**config.mk**
```make
export PLATFORM = sky130hd
export DESIGN_NAME = uw_motion_ctrl_flat
export DESIGN_NICKNAME = d
export VERILOG_FILES = /design/src/rtl/uw_motion_ctrl_pkg.sv /design/src/rtl/uw_motion_ctrl_if.sv /design/src/rtl/uw_motion_ctrl_frame_tick.sv /design/src/rtl/uw_motion_ctrl.sv /design/src/flat_wrapper.sv
export SDC_FILE = /design/constraint.sdc
export NUM_CORES = 1
export LEC_CHECK = 0
export BUFFER_PORTS_ARGS = -buffer_cell sky130_fd_sc_hd__buf_2
export CAP_MARGIN = 15
export CORE_MARGIN = 5
export CORE_UTILIZATION = 35
export DETAILED_ROUTE_END_ITERATION = 16
export MAX_ROUTING_LAYER = met4
export PLACE_DENSITY = 0.55
export RECOVER_POWER = 25
export SYNTH_ARGS = -nofsm -noshare
export SYNTH_HDL_FRONTEND = slang
export SYNTH_SLANG_ARGS = --single-unit
export TNS_END_PERCENT = 10
```
**constraint.sdc**
```tcl
create_clock -name clk -period 2.1 [get_ports clk]
set_input_delay 0.21 -clock clk [delete_from_list [all_inputs] [get_ports clk]]
set_output_delay 0.21 -clock clk [all_outputs]
set_load 0.02 [all_outputs]
```
**src/rtl/uw_motion_ctrl_pkg.sv**
```systemverilog
// Shared types, colours and default geometry for the UW sprite motion scheduler.
// The per-axis step/bounce rule lives here so both axes use identical arithmetic.
package uw_pkg;

    typedef enum logic [1:0] {
        IDLE,
        CALC_X,
        CALC_Y,
        COMMIT
    } state_e;

    localparam int unsigned H_VISIBLE_DEF    = 640;
    localparam int unsigned V_VISIBLE_DEF    = 480;
    localparam int unsigned SPRITE_W_DEF     = 93;
    localparam int unsigned SPRITE_H_DEF     = 50;
    localparam int unsigned PAD_DEF          = 50;
    localparam int unsigned STEP_DEF         = 2;
    localparam int unsigned FRAME_DIV_DEF    = 2;
    localparam int unsigned FLASH_FRAMES_DEF = 8;

    localparam logic [5:0] BG_IDLE      = 6'b000001;
    localparam logic [5:0] CORNER_COLOR = 6'b111111;

    typedef struct packed {
        logic [9:0] pos;
        logic       dir;
        logic       hit;
    } axis_t;

    function automatic logic [5:0] palette(input logic [1:0] idx);
        logic [5:0] c;
        unique case (idx)
            2'd0:    c = 6'b110011;
            2'd1:    c = 6'b001111;
            2'd2:    c = 6'b111100;
            default: c = 6'b100110;
        endcase
        return c;
    endfunction

    // 11-bit arithmetic; landing exactly on a limit counts as a hit.
    function automatic axis_t axis_step(input logic [9:0]  pos,
                                        input logic        dir,
                                        input logic [10:0] lo,
                                        input logic [10:0] hi,
                                        input logic [10:0] step);
        axis_t       r;
        logic [10:0] p;
        logic [10:0] nxt;
        p     = {1'b0, pos};
        nxt   = p + step;
        r.pos = pos;
        r.dir = dir;
        r.hit = 1'b0;
        if (dir) begin
            if (nxt >= hi) begin
                r.pos = 10'(hi);
                r.dir = 1'b0;
                r.hit = 1'b1;
            end else begin
                r.pos = 10'(nxt);
            end
        end else if (p <= lo + step) begin
            r.pos = 10'(lo);
            r.dir = 1'b1;
            r.hit = 1'b1;
        end else begin
            r.pos = 10'(p - step);
        end
        return r;
    endfunction

endpackage

```
**src/rtl/uw_motion_ctrl_if.sv**
```systemverilog
// Pixel-counter inputs and sprite/background outputs of the motion scheduler.
interface uw_motion_ctrl_if;
    logic [9:0] pix_x;
    logic [9:0] pix_y;
    logic       pause;
    logic [9:0] obj_x;
    logic [9:0] obj_y;
    logic       dir_right;
    logic       dir_down;
    logic [5:0] bg_color;
    logic       frame_tick;
    logic       bounce;

    modport master (
        output pix_x, pix_y, pause,
        input  obj_x, obj_y, dir_right, dir_down, bg_color, frame_tick, bounce
    );

    modport slave (
        input  pix_x, pix_y, pause,
        output obj_x, obj_y, dir_right, dir_down, bg_color, frame_tick, bounce
    );
endinterface

```
**src/rtl/uw_motion_ctrl_frame_tick.sv**
```systemverilog
// Start-of-vblank detect and frame divider: one frame_tick per vblank entry,
// move_en on the tick that completes a FRAME_DIV group while not paused.
module uw_frame_tick #(
    parameter int unsigned V_VISIBLE = 480,
    parameter int unsigned FRAME_DIV = 2
) (
    input  logic       clk,
    input  logic       rst,
    input  logic [9:0] pix_x_i,
    input  logic [9:0] pix_y_i,
    input  logic       pause_i,
    output logic       sof_rise_o,
    output logic       frame_tick_o,
    output logic       move_en_o
);
    localparam int unsigned DW = (FRAME_DIV > 1) ? $clog2(FRAME_DIV) : 1;
    localparam logic [DW-1:0] DIV_LAST = DW'(FRAME_DIV - 1);

    logic          sof;
    logic          sof_q;
    logic          tick_q;
    logic [DW-1:0] div_q;
    logic [DW-1:0] div_d;

    assign sof        = (pix_x_i == '0) && (pix_y_i == 10'(V_VISIBLE));
    assign sof_rise_o = sof & ~sof_q;

    always_comb begin
        div_d = div_q;
        if (tick_q) begin
            div_d = (div_q == DIV_LAST) ? '0 : div_q + 1'b1;
        end
    end

    always_ff @(posedge clk or posedge rst) begin
        if (rst) begin
            sof_q  <= 1'b0;
            tick_q <= 1'b0;
            div_q  <= '0;
        end else begin
            sof_q  <= sof;
            tick_q <= sof_rise_o;
            div_q  <= div_d;
        end
    end

    assign frame_tick_o = tick_q;
    assign move_en_o    = tick_q && (div_q == DIV_LAST) && !pause_i;
endmodule

```
**src/rtl/uw_motion_ctrl.sv**
```systemverilog
// Bouncing-sprite motion scheduler: once per move it steps X, then Y, then
// commits position, direction, bounce pulse and flash colour during vblank.
module uw_motion_ctrl
    import uw_pkg::*;
#(
    parameter int unsigned H_VISIBLE    = H_VISIBLE_DEF,
    parameter int unsigned V_VISIBLE    = V_VISIBLE_DEF,
    parameter int unsigned SPRITE_W     = SPRITE_W_DEF,
    parameter int unsigned SPRITE_H     = SPRITE_H_DEF,
    parameter int unsigned PAD          = PAD_DEF,
    parameter int unsigned STEP         = STEP_DEF,
    parameter int unsigned FRAME_DIV    = FRAME_DIV_DEF,
    parameter int unsigned FLASH_FRAMES = FLASH_FRAMES_DEF
) (
    input logic             clk,
    input logic             rst,
    uw_motion_ctrl_if.slave mc
);
    localparam logic [10:0] XMAX = 11'(H_VISIBLE - PAD - SPRITE_W);
    localparam logic [10:0] YMAX = 11'(V_VISIBLE - PAD - SPRITE_H);
    localparam logic [10:0] LO   = 11'(PAD);
    localparam logic [10:0] STP  = 11'(STEP);
    localparam int unsigned FW   = $clog2(2 * FLASH_FRAMES + 1);

    state_e        state_q, state_d;
    logic          sof_rise, frame_tick, move_en;
    logic          ld_x, ld_y, commit;
    axis_t         nx_q, ny_q;
    logic [9:0]    x_q, x_d, y_q, y_d;
    logic          dr_q, dr_d, dd_q, dd_d;
    logic [5:0]    color_q, color_d;
    logic [1:0]    pal_q, pal_d;
    logic [FW-1:0] flash_q, flash_d;
    logic          bounce_q, bounce_d;

    uw_frame_tick #(
        .V_VISIBLE (V_VISIBLE),
        .FRAME_DIV (FRAME_DIV)
    ) u_frame_tick (
        .clk          (clk),
        .rst          (rst),
        .pix_x_i      (mc.pix_x),
        .pix_y_i      (mc.pix_y),
        .pause_i      (mc.pause),
        .sof_rise_o   (sof_rise),
        .frame_tick_o (frame_tick),
        .move_en_o    (move_en)
    );

    always_ff @(posedge clk or posedge rst) begin
        if (rst) state_q <= IDLE;
        else     state_q <= state_d;
    end

    // A vblank edge seen while busy is only counted by the divider.
    always_comb begin
        state_d = state_q;
        unique case (state_q)
            IDLE:    if (sof_rise) state_d = CALC_X;
            CALC_X:  state_d = move_en ? CALC_Y : IDLE;
            CALC_Y:  state_d = COMMIT;
            default: state_d = IDLE;
        endcase
    end

    always_comb begin
        ld_x   = (state_q == CALC_X) && move_en;
        ld_y   = (state_q == CALC_Y);
        commit = (state_q == COMMIT);
    end

    always_ff @(posedge clk or posedge rst) begin
        if (rst) begin
            nx_q <= '0;
            ny_q <= '0;
        end else begin
            if (ld_x) nx_q <= axis_step(x_q, dr_q, LO, XMAX, STP);
            if (ld_y) ny_q <= axis_step(y_q, dd_q, LO, YMAX, STP);
        end
    end

    // The flash countdown runs every frame; a commit in the same cycle wins.
    always_comb begin
        x_d      = x_q;
        y_d      = y_q;
        dr_d     = dr_q;
        dd_d     = dd_q;
        color_d  = color_q;
        pal_d    = pal_q;
        flash_d  = flash_q;
        bounce_d = 1'b0;
        if (frame_tick && (flash_q != '0)) begin
            flash_d = flash_q - 1'b1;
            if (flash_q == FW'(1)) color_d = BG_IDLE;
        end
        if (commit) begin
            x_d  = nx_q.pos;
            y_d  = ny_q.pos;
            dr_d = nx_q.dir;
            dd_d = ny_q.dir;
            if (nx_q.hit && ny_q.hit) begin
                color_d  = CORNER_COLOR;
                flash_d  = FW'(2 * FLASH_FRAMES);
                bounce_d = 1'b1;
            end else if (nx_q.hit || ny_q.hit) begin
                pal_d    = pal_q + 2'd1;
                color_d  = palette(pal_q + 2'd1);
                flash_d  = FW'(FLASH_FRAMES);
                bounce_d = 1'b1;
            end
        end
    end

    always_ff @(posedge clk or posedge rst) begin
        if (rst) begin
            x_q      <= 10'(PAD);
            y_q      <= 10'(PAD);
            dr_q     <= 1'b1;
            dd_q     <= 1'b1;
            color_q  <= BG_IDLE;
            pal_q    <= '0;
            flash_q  <= '0;
            bounce_q <= 1'b0;
        end else begin
            x_q      <= x_d;
            y_q      <= y_d;
            dr_q     <= dr_d;
            dd_q     <= dd_d;
            color_q  <= color_d;
            pal_q    <= pal_d;
            flash_q  <= flash_d;
            bounce_q <= bounce_d;
        end
    end

    assign mc.obj_x      = x_q;
    assign mc.obj_y      = y_q;
    assign mc.dir_right  = dr_q;
    assign mc.dir_down   = dd_q;
    assign mc.bg_color   = color_q;
    assign mc.frame_tick = frame_tick;
    assign mc.bounce     = bounce_q;
endmodule

```
**src/flat_wrapper.sv**
```systemverilog
// flat-port wrapper written by rule: the top's interface ports become plain ports
module uw_motion_ctrl_flat import uw_pkg::*;
#(
    parameter int unsigned H_VISIBLE    = H_VISIBLE_DEF,
    parameter int unsigned V_VISIBLE    = V_VISIBLE_DEF,
    parameter int unsigned SPRITE_W     = SPRITE_W_DEF,
    parameter int unsigned SPRITE_H     = SPRITE_H_DEF,
    parameter int unsigned PAD          = PAD_DEF,
    parameter int unsigned STEP         = STEP_DEF,
    parameter int unsigned FRAME_DIV    = FRAME_DIV_DEF,
    parameter int unsigned FLASH_FRAMES = FLASH_FRAMES_DEF
)
  (clk, rst, mc_pix_x, mc_pix_y, mc_pause, mc_obj_x, mc_obj_y, mc_dir_right, mc_dir_down, mc_bg_color, mc_frame_tick, mc_bounce);
  uw_motion_ctrl_if mc_i ();
  input logic clk;
  input logic rst;
  input wire logic [$bits(mc_i.pix_x)-1:0] mc_pix_x;
  input wire logic [$bits(mc_i.pix_y)-1:0] mc_pix_y;
  input wire logic [$bits(mc_i.pause)-1:0] mc_pause;
  output wire logic [$bits(mc_i.obj_x)-1:0] mc_obj_x;
  output wire logic [$bits(mc_i.obj_y)-1:0] mc_obj_y;
  output wire logic [$bits(mc_i.dir_right)-1:0] mc_dir_right;
  output wire logic [$bits(mc_i.dir_down)-1:0] mc_dir_down;
  output wire logic [$bits(mc_i.bg_color)-1:0] mc_bg_color;
  output wire logic [$bits(mc_i.frame_tick)-1:0] mc_frame_tick;
  output wire logic [$bits(mc_i.bounce)-1:0] mc_bounce;
  assign mc_i.pix_x = mc_pix_x;
  assign mc_i.pix_y = mc_pix_y;
  assign mc_i.pause = mc_pause;
  assign mc_obj_x = mc_i.obj_x;
  assign mc_obj_y = mc_i.obj_y;
  assign mc_dir_right = mc_i.dir_right;
  assign mc_dir_down = mc_i.dir_down;
  assign mc_bg_color = mc_i.bg_color;
  assign mc_frame_tick = mc_i.frame_tick;
  assign mc_bounce = mc_i.bounce;
  uw_motion_ctrl #(.H_VISIBLE(H_VISIBLE), .V_VISIBLE(V_VISIBLE), .SPRITE_W(SPRITE_W), .SPRITE_H(SPRITE_H), .PAD(PAD), .STEP(STEP), .FRAME_DIV(FRAME_DIV), .FLASH_FRAMES(FLASH_FRAMES)) u_core (.clk(clk), .rst(rst), .mc(mc_i));
endmodule
```
==> results.json <==
{
  "path_cells": "ha_4 -> and2_4 -> buf_4 -> a31oi_4 -> o21ai_4 -> o21ai_1 -> a311o_1 -> o21ai_1",
  "pwr-share-seq_pct": 55.6,
  "clkPwrFrac_pct": 41.9,
  "finalPower_uw": 2250,
  "relSlewSlack_pct": 33.6,
  "first_global_vias": 3138,
  "rsz0062_at_grt": "true",
  "grt.total_usage_pct": 15.3,
  "start_util_pct": 35.8,
  "ir_worst_vdd_mv": 0.217,
  "p_int_uw": 1730,
  "arrival_ps": 2290,
  "period_minus_slack_ps": 2030,
  "seq_area_frac_synth_pct": 42.0,
  "clkLatencyLatePin_ps": 340,
  "grt_pass1_wl_microns": 15700,
  "critPathCaptureType": "register",
  "crit_start": "u_core.mc.obj_x[1]$_DFFE_PP1P_",
  "coreArea_sq_um": 10900,
  "synth.area.top_cells": "dfrtp_1, mux2_2, dfstp_2",
  "clockBufferDepth": 2,
  "antenna_found_initial": 0,
  "synth_cells": 388,
  "worstHoldStart": "mc_pix_x[3]",
  "syn_area_sq_um": 3900,
  "routabilityCongestion": 0.868,
  "synth_fp_nets": 427,
  "max-cap-violations": 0,
  "status": "finished clean",
  "tightestPinTransition_ps": 995,
  "drive_above_1_share_pct": 38.1,
  "ys.flop_type": "dfrtp_1",
  "io_pins": 53,
  "grt_max_degree": 27,
  "synth_warnings": 0,
  "drt-total-wl_microns": 9390,
  "wl_per_cell_microns": 15.3,
  "synth_top_area_share_pct": 36.0,
  "r2r-start": "u_core.mc.obj_x[1]$_DFFE_PP1P_",
  "ys_types": 71,
  "comb_power_share_pct": 2.4,
  "finalSetupViolCount": 0,
  "p_sw_share_pct": 22.9,
  "dp_hpwl_microns": 6830,
  "syn_avg_cell_area_sq_um": 10.0,
  "worstSetupPathType": "reg2reg",
  "antennaDiodeCount": 0,
  "start_kind": "register",
  "worstPathRequired_ps": 2360,
  "cts_buffers": 9,
  "dpl_cell_area_sq_um": 4460,
  "place.port_buffers": 52,
  "timing.hold.ws_ps": 121,
  "syn2layout_area_growth_pct": 23.3,
  "cp_common_cell": "o21ai_1",
  "slowest_stage": "dfstp_2",
  "cts_tree": "done",
  "stdcell_area_sq_um": 4810,
  "synth_edf_count": 0,
  "num_rows": 38,
  "synth_seq_cells": 65,
  "dieArea_sq_um": 13300,
  "max_stage_delay_ps": 590,
  "dr.pass1.iters": 4,
  "postSynth.asyncResetShare_pct": 100,
  "p_leak_uw": 0.00218,
  "die_w_microns": 116,
  "hold_viol_final": 0,
  "grt-ovfl-total": 0,
  "slew_violations": 0,
  "viasPerCell": 5.14,
  "clk_pin_slew_ps": 70,
  "crit_family": "compound AO/OA/AOI/OAI gates",
  "detail-route-antenna-nets": 0,
  "r2r_setup_slack_ps": 70,
  "synth_largest_area_cell": "dfrtp_1",
  "drc_errors": 0,
  "nNetsFinal": 506,
  "cp_num_buf_inv": 1,
  "fin_crit_sh_pct": 96.5,
  "cts-root-buf": "clkbuf_8",
  "die_h_microns": 116,
  "crit_fanout": 5,
  "hold_class": "in2reg",
  "p_switching_uw": 516,
  "clock_skew_ps": 7.32,
  "power_density_nw_per_um2": 468,
  "drtIter0Drc": 137,
  "h-tree-depth": 3,
  "vias": 3143,
  "clkSinkCount": 65,
  "fmax_mhz": 494
}
-- logic make-up (layout without fill, tap and decap cells) --
kind of cell	Yosys count	in the layout	share of synthesized area [%]
AOI/OAI and AO/OA	86	86	16.0
xor gates and xnor gates	26	26	6.04
adders and majority gates	16	16	5.14
buffers and inverters	41	125	5.43
DFF	65	65	42.0
muxes	25	25	7.51
and+or+nand+nor	129	129	17.8
-- per-stage QoR --
| step | util (%) | instances | setup TNS [ps] | setup slack, ps |
|---|---|---|---|---|
| finish | 44.1 | 612 | 0 | 74.4 |
| global route | 44.1 | 612 | -89.9 | -33.9 |
| CTS | 42.7 | 608 | 0 | 14.8 |
| detailed placement | 41.0 | 591 | -124 | -47.0 |
| global placement | 41.0 | 591 | 0 | 34.3 |
| floorplan | - | 388 | -12.6 | -12.6 |
-- worst register-to-register path: cells and delay by family (launching register included) --
kind	cells	cell delay, ps
simple gates	1	150
fa+ha+maj	1	150
compound gates	5	900
buf+inv	1	140
flops	1	590
-- registers in the layout (all words and copies together) (netlist names) --
name                              count
u_core.nx_q                          12
u_core.u_frame_tick.sof_q             1
u_core.mc.dir_right                   1
u_core.pal_q                          2
u_core.ny_q                          12
u_core.mc.dir_down                    1
u_core.mc.obj_x                      10
u_core.mc.obj_y                      10
u_core.mc.bg_color                    6
u_core.state_q                        2
u_core.u_frame_tick.div_q             1
u_core.mc.bounce                      1
u_core.u_frame_tick.frame_tick_o      1
u_core.flash_q                        5
-- power groups by stage --
| stage | Clock, uW | Sequential, uW | Combinational [uW] |
|---|---|---|---|
| detailed placement | 0 | 1280 | 56.5 |
| global route | 1040 | 1250 | 64.6 |
| finish | 943 | 1250 | 54.9 |
| global placement | 0 | 1280 | 55.3 |
| CTS | 984 | 1250 | 58.1 |
| floorplan | 0 | 1280 | 20.8 |
-- final timing paths --
check	end	cells after the start
setup / recovery	u_core.nx_q[6]$_DFFE_PP0P_	8
hold / removal	u_core.u_frame_tick.sof_q$_DFF_PP0_	3
setup reg to reg	u_core.nx_q[6]$_DFFE_PP0P_	8
hold reg to reg	u_core.u_frame_tick.frame_tick_o$_DFF_PP0_	1
max in group asynchronous	u_core.mc.obj_y[4]$_DFFE_PP1P_	4
min in group asynchronous	u_core.nx_q[3]$_DFFE_PP0P_	3
-- final cells by class --
class	instances	area, sq um
Multi-Input combinational cell	282	2180
Tap cell	140	175
Clock inverter	3	17.5
Sequential cell	65	1640
Inverter	16	60.1
Timing Repair Buffer	93	589
Clock buffer	13	149
Fill cell	1064	6080
-- cells in the final DEF (no fill, tap or decap), types with 7 or more instances in the layout --
master	Yosys	final
nand3_1	9	7
dfrtp_1	56	56
nor3_1	11	11
dfstp_2	9	9
ha_1	16	13
inv_1	15	13
nor2_1	23	22
mux2_2	24	24
xnor2_1	16	15
a21oi_1	18	17
o21ai_0	14	11
buf_4	4	37
xor2_1	9	8
nand2_1	37	37
buf_2	8	51
clkbuf_8	1	10
-- synthesized netlist by cell type, types with 5 or more instances --
library cell  instances
nor4_1                5
clkbuf_1              6
or3_1                 5
buf_2                 8
o31ai_1               5
o21ai_0              14
o21ai_1               5
nor3_1               11
mux2_2               24
nor2b_1               5
a21oi_1              18
inv_1                15
ha_1                 16
dfrtp_1              56
xnor2_1              16
nand2b_1              6
nand2_1              37
o211ai_1              6
nor2_1               23
nand3_1               9
xor2_1                9
dfstp_2               9
o22ai_1               5
-- routing by layer --
layer	up-vias	part of all wire (%)	routed length, microns	global-route usage, %
li1	1533	-	-	-
met5	-	0	0	-
met4	0	1.2	114	4.38
met3	10	4.5	420	3.76
met2	65	48	4480	23.5
met1	1535	47	4380	20.2
-- what timing repair did --
item / CTS / global route
setup endpoints to repair: 3 / 17
gates cloned: 0 / 0
pin swaps: 1 / 10
hold buffers: 1 / 0
setup buffers: 0 / 4
hold endpoints to repair: 17 / 0
gates resized for setup: 3 / 26
No activity file was read; power rests on OpenSTA's default activity.
